### src/rtl/usr_sequencer_if.sv
`default_nettype none
// ============================================================================
// Module : usr_sequencer_if
// Brief  : Command, response and USR-control bundle for usr_sequencer.
// Rev    : 1.0  initial release
// ============================================================================
interface usr_sequencer_if #(
    parameter int WIDTH = 8,
    parameter int CNT_W = 4
);
    logic             cmd_valid;
    logic             cmd_ready;
    logic [1:0]       cmd_op;
    logic [CNT_W-1:0] cmd_count;
    logic             cmd_fill;
    logic [WIDTH-1:0] cmd_data;

    logic [1:0]       usr_mode;
    logic [WIDTH-1:0] usr_pdata;
    logic             usr_sin;
    logic [WIDTH-1:0] usr_q;

    logic             rsp_valid;
    logic             rsp_ready;
    logic [WIDTH-1:0] rsp_data;
    logic             busy;

    modport master (
        output cmd_valid, cmd_op, cmd_count, cmd_fill, cmd_data, rsp_ready, usr_q,
        input  cmd_ready, usr_mode, usr_pdata, usr_sin, rsp_valid, rsp_data, busy
    );

    modport slave (
        input  cmd_valid, cmd_op, cmd_count, cmd_fill, cmd_data, rsp_ready, usr_q,
        output cmd_ready, usr_mode, usr_pdata, usr_sin, rsp_valid, rsp_data, busy
    );
endinterface
`default_nettype wire

### src/rtl/usr_sequencer.sv
`default_nettype none
// ============================================================================
// Module : usr_sequencer
// Brief  : Runs one LOAD/SHR/SHL/READ command on the USR and returns its value.
// Rev    : 1.0  initial release
// ============================================================================
module usr_sequencer #(
    parameter int WIDTH = 8,
    parameter int CNT_W = 4
) (
    input  wire logic      clk_i,
    input  wire logic      rst_ni,
    usr_sequencer_if.slave bus
);
    localparam logic [1:0] S_IDLE    = 2'd0;
    localparam logic [1:0] S_RUN     = 2'd1;
    localparam logic [1:0] S_CAPTURE = 2'd2;
    localparam logic [1:0] S_RESP    = 2'd3;

    // Command opcodes share their encoding with the USR mode field.
    localparam logic [1:0] OP_READ = 2'b00;
    localparam logic [1:0] OP_SHR  = 2'b01;
    localparam logic [1:0] OP_SHL  = 2'b10;
    localparam logic [1:0] OP_LOAD = 2'b11;

    logic [1:0]       state_q, state_d;
    logic [1:0]       op_q, op_d;
    logic             fill_q, fill_d;
    logic [WIDTH-1:0] data_q, data_d;
    logic [CNT_W-1:0] cnt_q, cnt_d;
    logic             rsp_valid_q, rsp_valid_d;
    logic [WIDTH-1:0] rsp_data_q, rsp_data_d;

    always_ff @(posedge clk_i or negedge rst_ni) begin
        if (!rst_ni) begin
            state_q     <= S_IDLE;
            op_q        <= OP_READ;
            fill_q      <= 1'b0;
            data_q      <= '0;
            cnt_q       <= '0;
            rsp_valid_q <= 1'b0;
            rsp_data_q  <= '0;
        end else begin
            state_q     <= state_d;
            op_q        <= op_d;
            fill_q      <= fill_d;
            data_q      <= data_d;
            cnt_q       <= cnt_d;
            rsp_valid_q <= rsp_valid_d;
            rsp_data_q  <= rsp_data_d;
        end
    end

    always_comb begin
        state_d     = state_q;
        op_d        = op_q;
        fill_d      = fill_q;
        data_d      = data_q;
        cnt_d       = cnt_q;
        rsp_valid_d = rsp_valid_q;
        rsp_data_d  = rsp_data_q;
        case (state_q)
            S_IDLE: begin
                if (bus.cmd_valid) begin
                    op_d   = bus.cmd_op;
                    fill_d = bus.cmd_fill;
                    data_d = bus.cmd_data;
                    if (bus.cmd_op == OP_LOAD) begin
                        cnt_d   = CNT_W'(1);
                        state_d = S_RUN;
                    end else if ((bus.cmd_op == OP_SHR || bus.cmd_op == OP_SHL) &&
                                 bus.cmd_count != '0) begin
                        cnt_d   = bus.cmd_count;
                        state_d = S_RUN;
                    end else begin
                        cnt_d   = '0;
                        state_d = S_CAPTURE;
                    end
                end
            end
            S_RUN: begin
                cnt_d = cnt_q - CNT_W'(1);
                if (cnt_q == CNT_W'(1)) begin
                    state_d = S_CAPTURE;
                end
            end
            S_CAPTURE: begin
                rsp_data_d  = bus.usr_q;
                rsp_valid_d = 1'b1;
                state_d     = S_RESP;
            end
            default: begin
                if (bus.rsp_ready) begin
                    rsp_valid_d = 1'b0;
                    state_d     = S_IDLE;
                end
            end
        endcase
    end

    // Outputs decode registers only, so reset forces HOLD without a clock edge.
    always_comb begin
        bus.usr_mode  = (state_q == S_RUN) ? op_q : 2'b00;
        bus.cmd_ready = (state_q == S_IDLE);
        bus.busy      = (state_q != S_IDLE);
        bus.usr_sin   = fill_q;
        bus.usr_pdata = data_q;
        bus.rsp_valid = rsp_valid_q;
        bus.rsp_data  = rsp_data_q;
    end
endmodule
`default_nettype wire

### src/flat_wrapper.sv
// flat-port wrapper written by rule: the top's interface ports become plain ports
module usr_sequencer_flat 
#(
    parameter int WIDTH = 8,
    parameter int CNT_W = 4
)
  (clk_i, rst_ni, bus_cmd_valid, bus_cmd_op, bus_cmd_count, bus_cmd_fill, bus_cmd_data, bus_rsp_ready, bus_usr_q, bus_cmd_ready, bus_usr_mode, bus_usr_pdata, bus_usr_sin, bus_rsp_valid, bus_rsp_data, bus_busy);
  usr_sequencer_if #(.WIDTH(WIDTH), .CNT_W(CNT_W)) bus_i ();
  input  wire logic clk_i;
  input  wire logic rst_ni;
  input wire logic [$bits(bus_i.cmd_valid)-1:0] bus_cmd_valid;
  input wire logic [$bits(bus_i.cmd_op)-1:0] bus_cmd_op;
  input wire logic [$bits(bus_i.cmd_count)-1:0] bus_cmd_count;
  input wire logic [$bits(bus_i.cmd_fill)-1:0] bus_cmd_fill;
  input wire logic [$bits(bus_i.cmd_data)-1:0] bus_cmd_data;
  input wire logic [$bits(bus_i.rsp_ready)-1:0] bus_rsp_ready;
  input wire logic [$bits(bus_i.usr_q)-1:0] bus_usr_q;
  output wire logic [$bits(bus_i.cmd_ready)-1:0] bus_cmd_ready;
  output wire logic [$bits(bus_i.usr_mode)-1:0] bus_usr_mode;
  output wire logic [$bits(bus_i.usr_pdata)-1:0] bus_usr_pdata;
  output wire logic [$bits(bus_i.usr_sin)-1:0] bus_usr_sin;
  output wire logic [$bits(bus_i.rsp_valid)-1:0] bus_rsp_valid;
  output wire logic [$bits(bus_i.rsp_data)-1:0] bus_rsp_data;
  output wire logic [$bits(bus_i.busy)-1:0] bus_busy;
  assign bus_i.cmd_valid = bus_cmd_valid;
  assign bus_i.cmd_op = bus_cmd_op;
  assign bus_i.cmd_count = bus_cmd_count;
  assign bus_i.cmd_fill = bus_cmd_fill;
  assign bus_i.cmd_data = bus_cmd_data;
  assign bus_i.rsp_ready = bus_rsp_ready;
  assign bus_i.usr_q = bus_usr_q;
  assign bus_cmd_ready = bus_i.cmd_ready;
  assign bus_usr_mode = bus_i.usr_mode;
  assign bus_usr_pdata = bus_i.usr_pdata;
  assign bus_usr_sin = bus_i.usr_sin;
  assign bus_rsp_valid = bus_i.rsp_valid;
  assign bus_rsp_data = bus_i.rsp_data;
  assign bus_busy = bus_i.busy;
  usr_sequencer #(.WIDTH(WIDTH), .CNT_W(CNT_W)) u_core (.clk_i(clk_i), .rst_ni(rst_ni), .bus(bus_i));
endmodule
### config.mk
export PLATFORM = sky130hd
export DESIGN_NAME = usr_sequencer_flat
export DESIGN_NICKNAME = d
export VERILOG_FILES = /design/src/rtl/usr_sequencer_if.sv /design/src/rtl/usr_sequencer.sv /design/src/flat_wrapper.sv
export SDC_FILE = /design/constraint.sdc
export NUM_CORES = 1
export LEC_CHECK = 0
export CAP_MARGIN = 20
export CORE_MARGIN = 2
export CORE_UTILIZATION = 25
export CTS_CLUSTER_SIZE = 12
export DETAILED_ROUTE_END_ITERATION = 10
export PLACE_DENSITY = 0.57
export SLEW_MARGIN = 25
export SYNTH_ARGS = -nofsm -noshare
export SYNTH_HDL_FRONTEND = slang
export SYNTH_SLANG_ARGS = --single-unit
### constraint.sdc
create_clock -name clk_i -period 2.9 [get_ports clk_i]
set_clock_uncertainty 0.05 [all_clocks]
set_input_delay 0.29 -clock clk_i [delete_from_list [all_inputs] [get_ports clk_i]]
set_output_delay 0.29 -clock clk_i [all_outputs]
set_load 0.01 [all_outputs]
# Word-level counts from Yosys, hierarchy flattened
# Cells that the tools add are included.
op_classes:
  bitwise_logic: 1
  eq_ne: 8
  reduce_logical: 13
  n_mux: 13
  add_sub_neg: 1
op_table:
  columns: ["cell", "n"]
  rows:
  - ["two-way mux 2 bit", 6]
  - ["two-way mux 4 bit", 3]
  - ["one-hot mux 4 bit (2 select lines)", 1]
  - ["nonzero test 4 bit", 2]
  - ["equality test 2 bit (second input constant)", 3]
  - ["one-hot mux 2 bit (3 select lines)", 1]
  - ["AND reduction 2 bit", 3]
  - ["nonzero test 2 bit", 3]
  - ["equality test 2 x 1 -> 1 bit (second input constant)", 2]
  - ["equality test 4 x 1 -> 1 bit (second input constant)", 1]
  - ["subtractor 4 x 1 -> 4 bit (second input constant)", 1]
  - ["AND reduction 3 bit", 1]
  - ["zero test 2 bit", 1]
  - ["inequality test 2 x 1 -> 1 bit (second input constant)", 1]
  - ["inequality test 2 bit (second input constant)", 1]
  - ["one-hot mux 1 bit (2 select lines)", 1]
  - ["OR reduction 2 bit", 1]
  - ["logical AND 1 bit", 1]
  - ["logical OR 1 bit", 1]
  - ["two-way mux 1 bit", 1]
  - ["inverter 1 bit", 1]
totals:
  output_inout_bits: 22
  ff_bits: 26
  word_cells: 43
  inputBits: 27

# Depth between registers and ports, before layout
# Gate-level depths: netlist (run 1).
logic_depth:
  depth_word: 7
  mapped_depth: 7
  depth_no_buf: 5

# Worst setup path after synthesis (run 1)
# Ideal clock, no wire load.
synth_timing:
  path_kind: "register to register"
  from: "register u_core.state_q[0]"
  to: "register u_core.state_q[0]"
  required_ns: 2.725
  slack_ns: 0.945
  path_buffers: 1
  period_less_slack_ns: 1.955
  arrival_ns: 1.779
  path_stages_with_launch: 7
  setup_time_ns: 0.125
  path_cell_list: "dfrtp_1 > inv_1 > ha_1 > buf_6 > or4_1 > o221a_2 > mux2_4"
synth_between:
  elab_chain_cells: 3
  elab_cells_between_ends: 8
  cone_classes: "eq/ne: 4; mux: 1; reduce/logical: 3"
synth_rtl:
  columns: ["item", "line", "rtl"]
  rows:
  - ["from (decl)", "usr_sequencer.sv:26", "logic [1:0] state_q, state_d;"]
  - ["from (signal assigned)", "usr_sequencer.sv:44", "state_q <= state_d;"]
  - ["zero test 2 bit (*)", null, null]
  - ["named net bus_cmd_ready", "flat_wrapper.sv:18", "output wire logic [$bits(bus_i.cmd_ready)-1:0] bus_cmd_ready;"]
  - ["nonzero test 4 bit (no source line) / inequality test 2 bit (equally long branches)", null, null]
  - ["AND reduction 3 bit (no source line)", null, null]
# Mark *: on every way through the listed nets, which the timed path passes. The rest lies on a longest branch.
# A chain may end at the register's enable or synchronous reset.

# Final worst setup path (run 1)
layout_timing:
  from: "register u_core.state_q[1]"
  to: "output port bus_usr_mode[1]"
layout_between:
  elab_chain_cells: 2
layout_rtl:
  columns: ["item", "line", "rtl"]
  rows:
  - ["equality test 2 x 1 -> 1 bit", "usr_sequencer.sv:103", "bus.usr_mode = (state_q == S_RUN) ? op_q : 2'b00;"]
  - ["two-way mux 2 bit", "usr_sequencer.sv:103", null]
  - ["to (decl)", "flat_wrapper.sv:19", "output wire logic [$bits(bus_i.usr_mode)-1:0] bus_usr_mode;"]
# No other way between the ends.

==> impl_metrics.yaml, run 1 <==
layout:
  final_common_cell: "clkdlybuf4s50_1"
  final_nets: 186
  drive_gt1_share_pct: 17.9
  postLayoutCellArea_sq_mm: 0.00188
  area_growth_syn_to_layout_pct: 47.8
  antenna_cells: 0
  fillCellCount: 482
  final_cell_mix: "48 x clkdlybuf4s50_1, 26 x dfrtp_1, 19 x mux2_2, 10 x inv_1, 7 x ha_1"
placement:
  dp_slack_ns: 0.757
  io_buffers: 48
  placed_area_sq_mm: 0.00183
  globalplace.congestion: 0.913
  hpwl_um: 2360
logic_synthesis:
  syn_area_per_cell_sq_um: 12.6
  ys.flop_type: "dfrtp_1"
  ys_seq_elements: 26
  yosysWarnings: 0
  synth_edf_count: 0
  yosysSeqAreaShare_pct: 51.0
  async_reset_ff_share_pct: 100
  syn_inst: 101
  synth_nets: 135
  synth_area_sq_mm: 0.00127
  synth_cell_types: 30
hold_path:
  hold_class: "in2async"
routing:
  drc_errors: 0
  routed_wl_um: 3100
  dr.pass1.iters: 4
  wl_met1_um: 1350
  top_layer_used: "met4"
  drt_iter0_drc: 53
  viasPerCell: 4.36
  wl_met2_um: 1510
  ant_nets: 0
  wl_met3_um: 208
  routedWlPerCell_um: 14.2
  via_count: 950
critical_path:
  crit_required_ns: 2.56
  cp.arrival_ns: 1.97
  crit_type: "reg2out"
  start_kind: "flip-flop"
  critPathMaxFanout: 13
  endpoint_kind: "output port"
sta:
  tns_ns: 0
  hold_viol_final: 0
  fin_ws_ns: 0.590
  setup_violations: 0
  worstMarginPinSlew_ns: 0.584
  finalCriticalPeriod_ns: 2.31
  slew_headroom_pct: 59.9
  rsz0062_at_grt: "no"
  drv_slew: 0
  fmax_mhz: 433
  period_share_pct: 79.7
power_and_ir_drop:
  seqPwrFrac_pct: 34.0
  vdd_drop_max_uv: 373
  netSwitchingFraction_pct: 34.1
  p_sw_mw: 0.668
  p_leak_nw: 0.787
  p_int_mw: 1.29
  clock_power_share_pct: 11.9
  p_comb_share_pct: 54.1
  p_per_area_mw_per_mm2: 1040
  power_mw: 1.96
clock_tree:
  cts.hold.buffers_added: 0
  clk_latency_ns: 0.27
  clock_path_buffers: 2
  clock-sinks: 26
  cts-root-buf: "clkbuf_8"
  post_cts_resized: 0
  postCtsSetupBuffers: 0
  cts.htree.levels: 1
  cts-buffers-inserted: 3
  clk_pin_slew_ns: 0.09
  cts_tree: "yes"
grt:
  grt_start_max_net_pins: 27
  grt_usage_pct: 11.5
  grt_pass1_vias: 1019
  grt_pass1_wl_um: 4910
  antenna_found_initial: 0
  overflow: 0
floorplanning:
  coreArea_sq_mm: 0.00482
  die_w_um: 75.4
  die_h_um: 75.4
  initial_core_util_pct: 26.5
  row_count: 25
  dieArea_sq_mm: 0.00569
  pin_count: 49
run_status:
  status: "complete, no violations"
run:
  drv_cap: 0
cells in the mapped netlist (2+ instances only):
master / count / area [sq um]
dfrtp_1: 26 / 651
mux2_2: 19 / 214
inv_1: 10 / 37.5
ha_1: 7 / 87.6
a21oi_1: 3 / 15.0
mux2i_1: 3 / 30.0
nand2_1: 3 / 11.3
and2_1: 2 / 12.5
buf_2: 2 / 10.0
nand3b_1: 2 / 15.0
nor2_1: 2 / 7.51
nor3b_1: 2 / 15.0
o221ai_1: 2 / 17.5
or4_1: 2 / 15.0
worst paths after layout:
| path | startpoint | to | slack [ns] | depth (start not counted) |
|---|---|---|---|---|
| min reg2reg | u_core.bus.usr_pdata[2] | u_core.bus.usr_pdata[2] | 0.46 | 1 |
| min in group clk_i | u_core.bus.usr_pdata[2] | u_core.bus.usr_pdata[2] | 0.46 | 1 |
| max in group asynchronous | rst_ni | u_core.state_q[0] | 2.19 | 2 |
| min | rst_ni | u_core.bus.rsp_valid | 0.34 | 2 |
| max reg2reg | u_core.state_q[1] | u_core.cnt_q[3] | 0.79 | 5 |
| max | u_core.state_q[1] | bus_usr_mode[1] | 0.59 | 4 |
kinds of logic (layout without fill, tap and decap cells):
kind of cell	Yosys count	after routing	synth area share, %
compound gates	14	14	8.83
fa+ha+maj	7	7	6.87
buf+inv	14	64	4.91
flops	26	26	51.0
mux	23	23	20.3
simple gates	17	17	8.05
layout make-up:
type / count / area (sq um) / area share (%)
well taps: 67 / 83.8 / 4.45
repair buffers: 50 / 495 / 26.3
flip-flops and latches: 26 / 651 / 34.5
clock buffers: 4 / 55.1 / 2.92
multi-input cells: 61 / 562 / 29.8
inverters: 10 / 37.5 / 1.99
state kept, by name (all words and copies together), names as in the netlist:
signal                count
u_core.bus.rsp_valid      1
u_core.bus.usr_pdata      8
u_core.bus.usr_sin        1
u_core.state_q            2
u_core.cnt_q              4
u_core.bus.rsp_data       8
u_core.op_q               2
stage by stage:
stage	std cells	hold WS [ns]	utilization [%]
floorplan	101	-0.0556	-
global placement	214	0.439	38.0
detailed placement	214	0.438	38.0
CTS	218	0.349	39.1
global route	218	0.356	39.1
finish	218	0.337	39.1
power groups by stage:
| stage | Combinational, mW | Clock, mW | Sequential (mW) |
|---|---|---|---|
| 6_report | 1.06 | 0.233 | 0.667 |
| 5_1_grt | 1.16 | 0.264 | 0.695 |
| 4_1_cts | 1.07 | 0.248 | 0.665 |
| 3_5_place_dp | 1.07 | 0 | 0.671 |
| 3_3_place_gp | 1.04 | 0 | 0.662 |
| 2_1_floorplan | 0.556 | 0 | 0.716 |
worst max-delay path: stages (launching register included):
cell	delay, ns
dfrtp_1	0.43
inv_1	0.14
ha_1	0.40
and2_1	0.19
clkdlybuf4s50_1	0.54
layer usage:
metal / vias up / global-route usage, %
li1: 462 / -
met2: 29 / 19.3
met4: 0 / 4.09
met3: 4 / 3.04
met5: - / 0
met1: 455 / 14.4
No activity file was read; power rests on OpenSTA's default activity.
==> run 2, diff against run 1 <==
PLACE_DENSITY = 0.58   (was 0.57)
clock period = 1.9 ns   (was 2.9 ns; I/O delays follow)
==> run 2 against run 1 <==
Register-to-register slack worse by 0.73 ns. Worst setup slack worse by 0.53 ns. Combinational power up 64%.
==> impl_metrics.yaml, run 2 (synthesis gave the netlist of run 1 again) <==
clock_tree:
  clock_path_buffers: 2
  cts.htree.levels: 1
  cts-buffers-inserted: 3
  clock-sinks: 26
  cts_tree: "yes"
  clk_pin_slew_ns: 0.10
  clk_latency_ns: 0.27
  cts-root-buf: "clkbuf_8"
routing:
  viasPerCell: 4.48
  ant_nets: 0
  dr.pass1.iters: 4
  drc_errors: 0
  routed_wl_um: 2970
  via_count: 999
  routedWlPerCell_um: 13.3
  drt_iter0_drc: 24
floorplanning:
  initial_core_util_pct: 26.5
  die_w_um: 75.4
  dieArea_sq_mm: 0.00569
  row_count: 25
  pin_count: 49
  coreArea_sq_mm: 0.00482
  die_h_um: 75.4
layout:
  regArea_sq_um: 651
  fillCellCount: 464
  antenna_cells: 0
  final_cell_mix: "45 x clkdlybuf4s50_1, 26 x dfrtp_1, 19 x mux2_2, 9 x inv_1"
  fin_util_pct: 40.8
  multi_input_area_sq_um: 583
  final_nets: 191
  stdcell_count: 223
  final_common_cell: "clkdlybuf4s50_1"
  drive_gt1_share_pct: 21.8
  postLayoutCellArea_sq_mm: 0.00196
  area_growth_syn_to_layout_pct: 54.0
grt:
  grt_start_max_net_pins: 27
  grt_pass1_wl_um: 4750
  antenna_found_initial: 0
  grt_usage_pct: 10.9
  grt_pass1_vias: 1076
  overflow: 0
critical_path:
  cp_slowest_stage_delay_ns: 0.50
  cp.arrival_ns: 1.96
  start_kind: "flip-flop"
  crit_type: "reg2reg"
  endpoint_kind: "flip-flop"
  r2r_setup_slack_ns: 0.06
  cp_num_buf_inv: 1
  critPathMaxFanout: 4
  path_cells: "buf_4 > ha_1 > or4_1 > o221a_4 > mux2_4"
  crit_required_ns: 2.02
  cp_slowest_cell: "or4_1"
  critical_path.top_delay_family: "simple AND/OR/NAND/NOR gates"
placement:
  io_buffers: 48
  hpwl_um: 2230
  dp_slack_ns: 0.0657
  globalplace.congestion: 0.690
  post-place-cells: 217
  placed_area_sq_mm: 0.00186
sta:
  tns_ns: 0
  hold_viol_final: 0
  slew_headroom_pct: 72.8
  drv_slew: 0
  fin_ws_ns: 0.0584
  fmax_mhz: 543
  worstMarginPinSlew_ns: 0.408
  setup_violations: 0
  finalCriticalPeriod_ns: 1.84
  hold_ws_ns: 0.220
  rsz0062_at_grt: "no"
  period_share_pct: 96.9
power_and_ir_drop:
  p_per_area_mw_per_mm2: 1640
  vdd_drop_max_uv: 519
  power_mw: 3.21
  p_leak_nw: 0.838
hold_path:
  hold_class: "in2async"
run_status:
  status: "complete, no violations"
run:
  drv_cap: 0
[run 2: path summary, 6_finish.rpt]
path,startpoint,cells past startpoint,to
worst max-delay path,u_core.state_q[1],5,u_core.state_q[0]
worst min-delay path,rst_ni,2,u_core.bus.usr_pdata[7]
worst max register to register,u_core.state_q[1],5,u_core.state_q[0]
worst min register to register,u_core.op_q[1],1,u_core.op_q[1]
max in group asynchronous,rst_ni,2,u_core.bus.usr_sin
min in group clk_i,u_core.op_q[1],1,u_core.op_q[1]
[run 2: worst register-to-register path, stage by stage (launching register included)]
cell	delay (ns)
dfrtp_1	0.41
buf_4	0.16
ha_1	0.18
or4_1	0.50
o221a_4	0.15
mux2_4	0.29
[run 2: what timing repair did]
item,4_1_cts,5_1_grt
hold buffers,0,0
cloned,0,0
resized for setup,4,2
buffers inserted,2,0
setup endpoints to repair,4,2
[run 2: layout make-up]
class                      count  share of cell area [%]
clock inverter                 1                    1.53
multi-input combinational     61                    29.7
inverter                      10                    1.91
clock buffer                   3                    2.10
timing repair buffer          55                    27.3
sequential                    26                    33.1
tap                           67                    4.27
[run 2: where the power goes]
part / internal [mW] / switching, mW / total, mW
Sequential: 0.839 / 0.168 / 1.01
Clock: 0.282 / 0.188 / 0.470
Combinational: 1.04 / 0.692 / 1.74
Total: 2.16 / 1.05 / 3.21
[run 2: metal layers]
layer	global-route usage (%)	up-vias	share of wire (%)
met5	0	-	0
met4	2.34	0	1.1
met3	3.44	4	4.9
met2	20.0	25	51
met1	12.5	496	43
li1	-	474	-
==> RTL edit 1 (config.mk and constraints of run 2) <==
`WIDTH` is set to 8 in 3 places; all go to 6.
--- a/src/rtl/usr_sequencer_if.sv
+++ b/src/rtl/usr_sequencer_if.sv
@@ -6,5 +6,5 @@
 // ============================================================================
 interface usr_sequencer_if #(
-    parameter int WIDTH = 8,
+    parameter int WIDTH = 6,
     parameter int CNT_W = 4
 );
--- a/src/rtl/usr_sequencer.sv
+++ b/src/rtl/usr_sequencer.sv
@@ -6,5 +6,5 @@
 // ============================================================================
 module usr_sequencer #(
-    parameter int WIDTH = 8,
+    parameter int WIDTH = 6,
     parameter int CNT_W = 4
 ) (
--- a/src/flat_wrapper.sv
+++ b/src/flat_wrapper.sv
@@ -2,5 +2,5 @@
 module usr_sequencer_flat 
 #(
-    parameter int WIDTH = 8,
+    parameter int WIDTH = 6,
     parameter int CNT_W = 4
 )
Interface: changed (resized bus_cmd_data, bus_rsp_data, bus_usr_pdata and bus_usr_q); port bits go from 49 to 41. The function was not compared with the original's and may differ.
==> RTL edit 1 against run 2 <==
Worst setup slack lost 0.023 ns. Total power shrank 13%. Sequential cell count shrank 4. Global-route usage grew 0.71 points. Count of clock-buffer cells in the layout grew 1. Routed wire length shrank 11%. Core utilization shrank 1.2 points. Area after synthesis shrank 12%. Final area shrank 12%. Critical endpoint unchanged. Highest routed layer is now met3.
==> RTL edit 1: results (changes against run 2) <==
GPL Wtd Cong: 0.746 (was 0.690)
Worst Path Max Fanout: 3 (was 4)
Worst vdd rail ir drop: 0.000637 V (was 0.000519 V)
Met3 Use GR: 3.56% (was 3.44%)
Complex-gate fraction of the synthesized area: 10.0% (was 8.83%)
Status: completed (unchanged)
Metal3 WL: 181 um (was 145 um)
First-pass GRT wire length: 4650 um (was 4750 um)
Wl on met1: 1140 um (was 1270 um)
Initial DRC Count: 49 (was 24)
Post-synth cell types: 29 (was 30)
Fillers: 423 (was 464)
Largest net degree at the start of global routing: 23 (was 27)
Reg2reg start: u_core.state_q[0] (was u_core.state_q[1])
Clock Path Buffers: 2 (unchanged)
Ys async rst share: 100% (unchanged)
Clock latency on the worst-skew pair: 0.26 ns
Post-synth top flop: dfrtp_1 (unchanged)
H-tree depth: 1 (unchanged)
Worst R2R End: u_core.state_q[0] (unchanged)
Initial antenna violation count: 0 (unchanged)
R2R setup slack: 0.04 ns (was 0.06 ns)
Share of cells above drive strength 1: 23.4% (was 21.8%)
Met2 Wirelength: 1310 um (was 1520 um)
Via count: 903 (was 999)
Total track usage: 11.6% (was 10.9%)
Leak: 0.000743 uW (was 0.000838 uW)
# port buffers: 40 (was 48)
Top post-synthesis cells by count: dfrtp_1, mux2_2, inv_1, ha_1 (unchanged)
HPWL after detailed placement: 1990 um (was 2230 um)
Synth Area in XOR/XNOR: 0% (unchanged)
Num CTS Buffers: 3 (unchanged)
Met1 Usage GRT: 15.4% (was 12.5%)
CTS clk-pin slew, worst paths: 0.08 ns (was 0.10 ns)
DR top layer: met3 (was met4)
Worst EP arrival: 1.97 ns
Synth Area in Adders: 7.80% (was 6.87%)
Drt total wl: 2640 um (was 2970 um)
Ant. Diodes: 0 (unchanged)
1st-pass router iterations: 4 (unchanged)
Hold_ws: 0.223 ns (was 0.220 ns)
Vias in the first global route: 937 (was 1,076)
Nets: 172 (was 191)
Top post-synthesis cells by area: dfrtp_1, mux2_2, ha_1 (unchanged)
Sequential share of the synthesized area: 49.0% (was 51.0%)
Register-to-Register Path Depth: 5 (unchanged)
Mapped Nets: 122 (was 135)
Mux cell area share after synthesis: 19.0% (was 20.3%)
Dpl cell area: 1630 um^2 (was 1860 um^2)
Worst slew margin relative to its limit: 68.4% (was 72.8%)
Synth Warn #: 0 (unchanged)
Worst hold path type: input port to async pin (unchanged)
Met2 Resource Use GR: 19.2% (was 20.0%)
## RTL edit 1: area by class of cell
cell class                      instances  share of cell area [%]
Inverter                               10                    2.18
Sequential cell                        22                    31.9
Timing Repair Buffer                   48                    27.4
Clock buffer                            4                    3.19
Multi-Input combinational cell         57                    31.5
Tap cell                               52                    3.77
## RTL edit 1: timing repair
action                     4_1_cts  5_1_grt
setup endpoints to repair        4        3
hold endpoints to repair         0        0
setup buffers                    3        0
resized for setup                4        3
## RTL edit 1: critical path, stage by stage, from the launching register on
cell and delay (ns):
dfrtp_1 0.41, buf_4 0.15, ha_2 0.20, or4_4 0.52, o221a_4 0.15, mux2_4 0.29
## RTL edit 1: metrics by stage
stage / utilization [%] / std cells / setup slack [ns]
2_1_floorplan: - / 92 / 0.0391
3_3_place_gp: 37.4 / 186 / 0.0894
3_5_place_dp: 37.4 / 186 / 0.0213
4_1_cts: 39.2 / 193 / 0.0262
5_1_grt: 39.6 / 193 / 0.00145
6_report: 39.6 / 193 / 0.0351
## RTL edit 1: where the power goes
part	internal [uW]	leakage, uW	switching, uW	total [uW]
clock	185	0.0000288	158	343
sequential	710	0.000261	142	852
combinational	960	0.000453	645	1610
## RTL edit 1: how the worst max path moves through the flow
stage | endpoint | cells after the start | slack, ns | start
after floorplan | u_core.state_q[0] | 6 | 0.04 | u_core.state_q[0]
after global placement | u_core.cnt_q[0] | 4 | 0.09 | bus_cmd_op[0]
after detailed placement | u_core.state_q[0] | 5 | 0.02 | u_core.state_q[1]
after CTS | bus_busy | 4 | 0.03 | u_core.state_q[0]
after global routing | u_core.state_q[0] | 5 | 0.001 | u_core.state_q[0]
final | u_core.state_q[0] | 5 | 0.04 | u_core.state_q[0]
==> RTL edit 2 (settings of run 2) <==
Made on the original files. Make the reset (`rst_ni`) synchronous in one clocked block.
--- a/src/rtl/usr_sequencer.sv
+++ b/src/rtl/usr_sequencer.sv
@@ -32,5 +32,5 @@
     logic [WIDTH-1:0] rsp_data_q, rsp_data_d;
 
-    always_ff @(posedge clk_i or negedge rst_ni) begin
+    always_ff @(posedge clk_i) begin
         if (!rst_ni) begin
             state_q     <= S_IDLE;
Check against the original RTL: differs if rst_ni is asserted again (counterexample within 4 cycles, from zero or initial values and one cycle with rst_ni low); with rst_ni held inactive, the same outputs for 10 cycles.
==> RTL edit 2 against run 2 <==
Total power fell by 29%. Final area shrank 6.1%. Largest cell class is now multi-input combinational cells. Worst setup slack gained 0.038 ns. Cell count increased by 8.5%. First-iteration DRC count up 4.2%. Routed wire length shrank 2.9%. Area after synthesis decreased by 6.4%. Combinational power shrank 31%. Global-route usage up 0.41 points. Non-clock buffer count down 1. Core utilization is 1.2 points lower. Sequential cell count is the same.
==> RTL edit 2: results (changes against run 2) <==
Critical Path Source: u_core.state_q[1] (unchanged)
Status: completed (unchanged)
R2R setup slack: 0.28 ns (was 0.06 ns)
Reg power frac: 33.7% (was 31.4%)
Fillers: 496 (was 464)
Post-synth cell types: 28 (was 30)
Largest net degree at the start of global routing: 16 (was 27)
First-pass GRT wire length: 4730 um (was 4750 um)
Mapped Nets: 171 (was 135)
Metal3 WL: 208 um (was 145 um)
Met1 Usage GRT: 14.3% (was 12.5%)
GPL Wtd Cong: 0.692 (was 0.690)
Met3 Use GR: 4.14% (was 3.44%)
Hold_ws: 0.403 ns (was 0.220 ns)
Via count: 1,105 (was 999)
Vias in the first global route: 1,035 (was 1,076)
Ys async rst share: 0% (was 100%)
Worst hold path type: flip-flop to flip-flop (was input port to async pin)
Top post-synthesis cells by count: dfxtp_1, nand2_1, a21oi_1, nor2_1, inv_1 (was dfrtp_1, mux2_2, inv_1, ha_1)
Setup crit end: bus_usr_mode[1] (was u_core.state_q[0])
Worst Path Max Fanout: 5 (was 4)
Drt total wl: 2880 um (was 2970 um)
Reg2reg start: u_core.cnt_q[1] (was u_core.state_q[1])
Total track usage: 11.3% (was 10.9%)
Top post-synthesis cells by area: dfxtp_1, nand2_1, ha_1 (was dfrtp_1, mux2_2, ha_1)
Worst R2R End: u_core.state_q[1] (was u_core.state_q[0])
Post-synthesis cell count: 137 (was 101)
Met2 Resource Use GR: 18.5% (was 20.0%)
Sw Ratio: 36.3% (was 32.7%)
Delay-heaviest family, CP: buffers and inverters (was simple AND/OR/NAND/NOR gates)
Register-to-Register Path Depth: 6 (was 5)
Final Instance Count excl. Fillers: 242 (was 223)
Internal power: 1460 uW (was 2160 uW)
Initial DRC Count: 25 (was 24)
1st-pass router iterations: 2 (was 4)
Worst vdd rail ir drop: 0.000617 V (was 0.000519 V)
Postcts setup bufs: 0 (was 2)
Worst EP arrival: 1.56 ns (was 1.96 ns)
Sequential share of the synthesized area: 43.6% (was 51.0%)
Leak: 0.000698 uW (was 0.000838 uW)
HPWL after detailed placement: 2140 um (was 2230 um)
Placement Setup Slack: 0.134 ns (was 0.0657 ns)
Die width: 73.1 um (was 75.4 um)
-- RTL edit 2: changes by cell type after synthesis, moves of 11 or more --
cell     change
dfrtp_1     -26
dfxtp_1     +26
nand2_1     +22
mux2_2      -17
a21oi_1     +13
nor2_1      +11
-- RTL edit 2: final cells by class --
class,count,area (um^2),area share [%]
Timing Repair Buffer,54,541,29.3
Multi-Input combinational cell,96,638,34.6
Sequential cell,26,523,28.4
Clock buffer,3,41.3,2.24
Inverter,9,33.8,1.83
Tap cell,54,67.6,3.66
-- RTL edit 2: kinds of logic after synthesis --
| group | count (synthesis) | synth area share (%) |
|---|---|---|
| AO/OA/AOI/OAI | 30 | 16.8 |
| multiplexers | 10 | 8.60 |
| AND/OR/NAND/NOR | 48 | 17.9 |
| XOR/XNOR | 1 | 0.734 |
| buffers and inverters | 15 | 5.03 |
| adder cells (fa/ha/maj) | 7 | 7.34 |
| flip-flops | 26 | 43.6 |
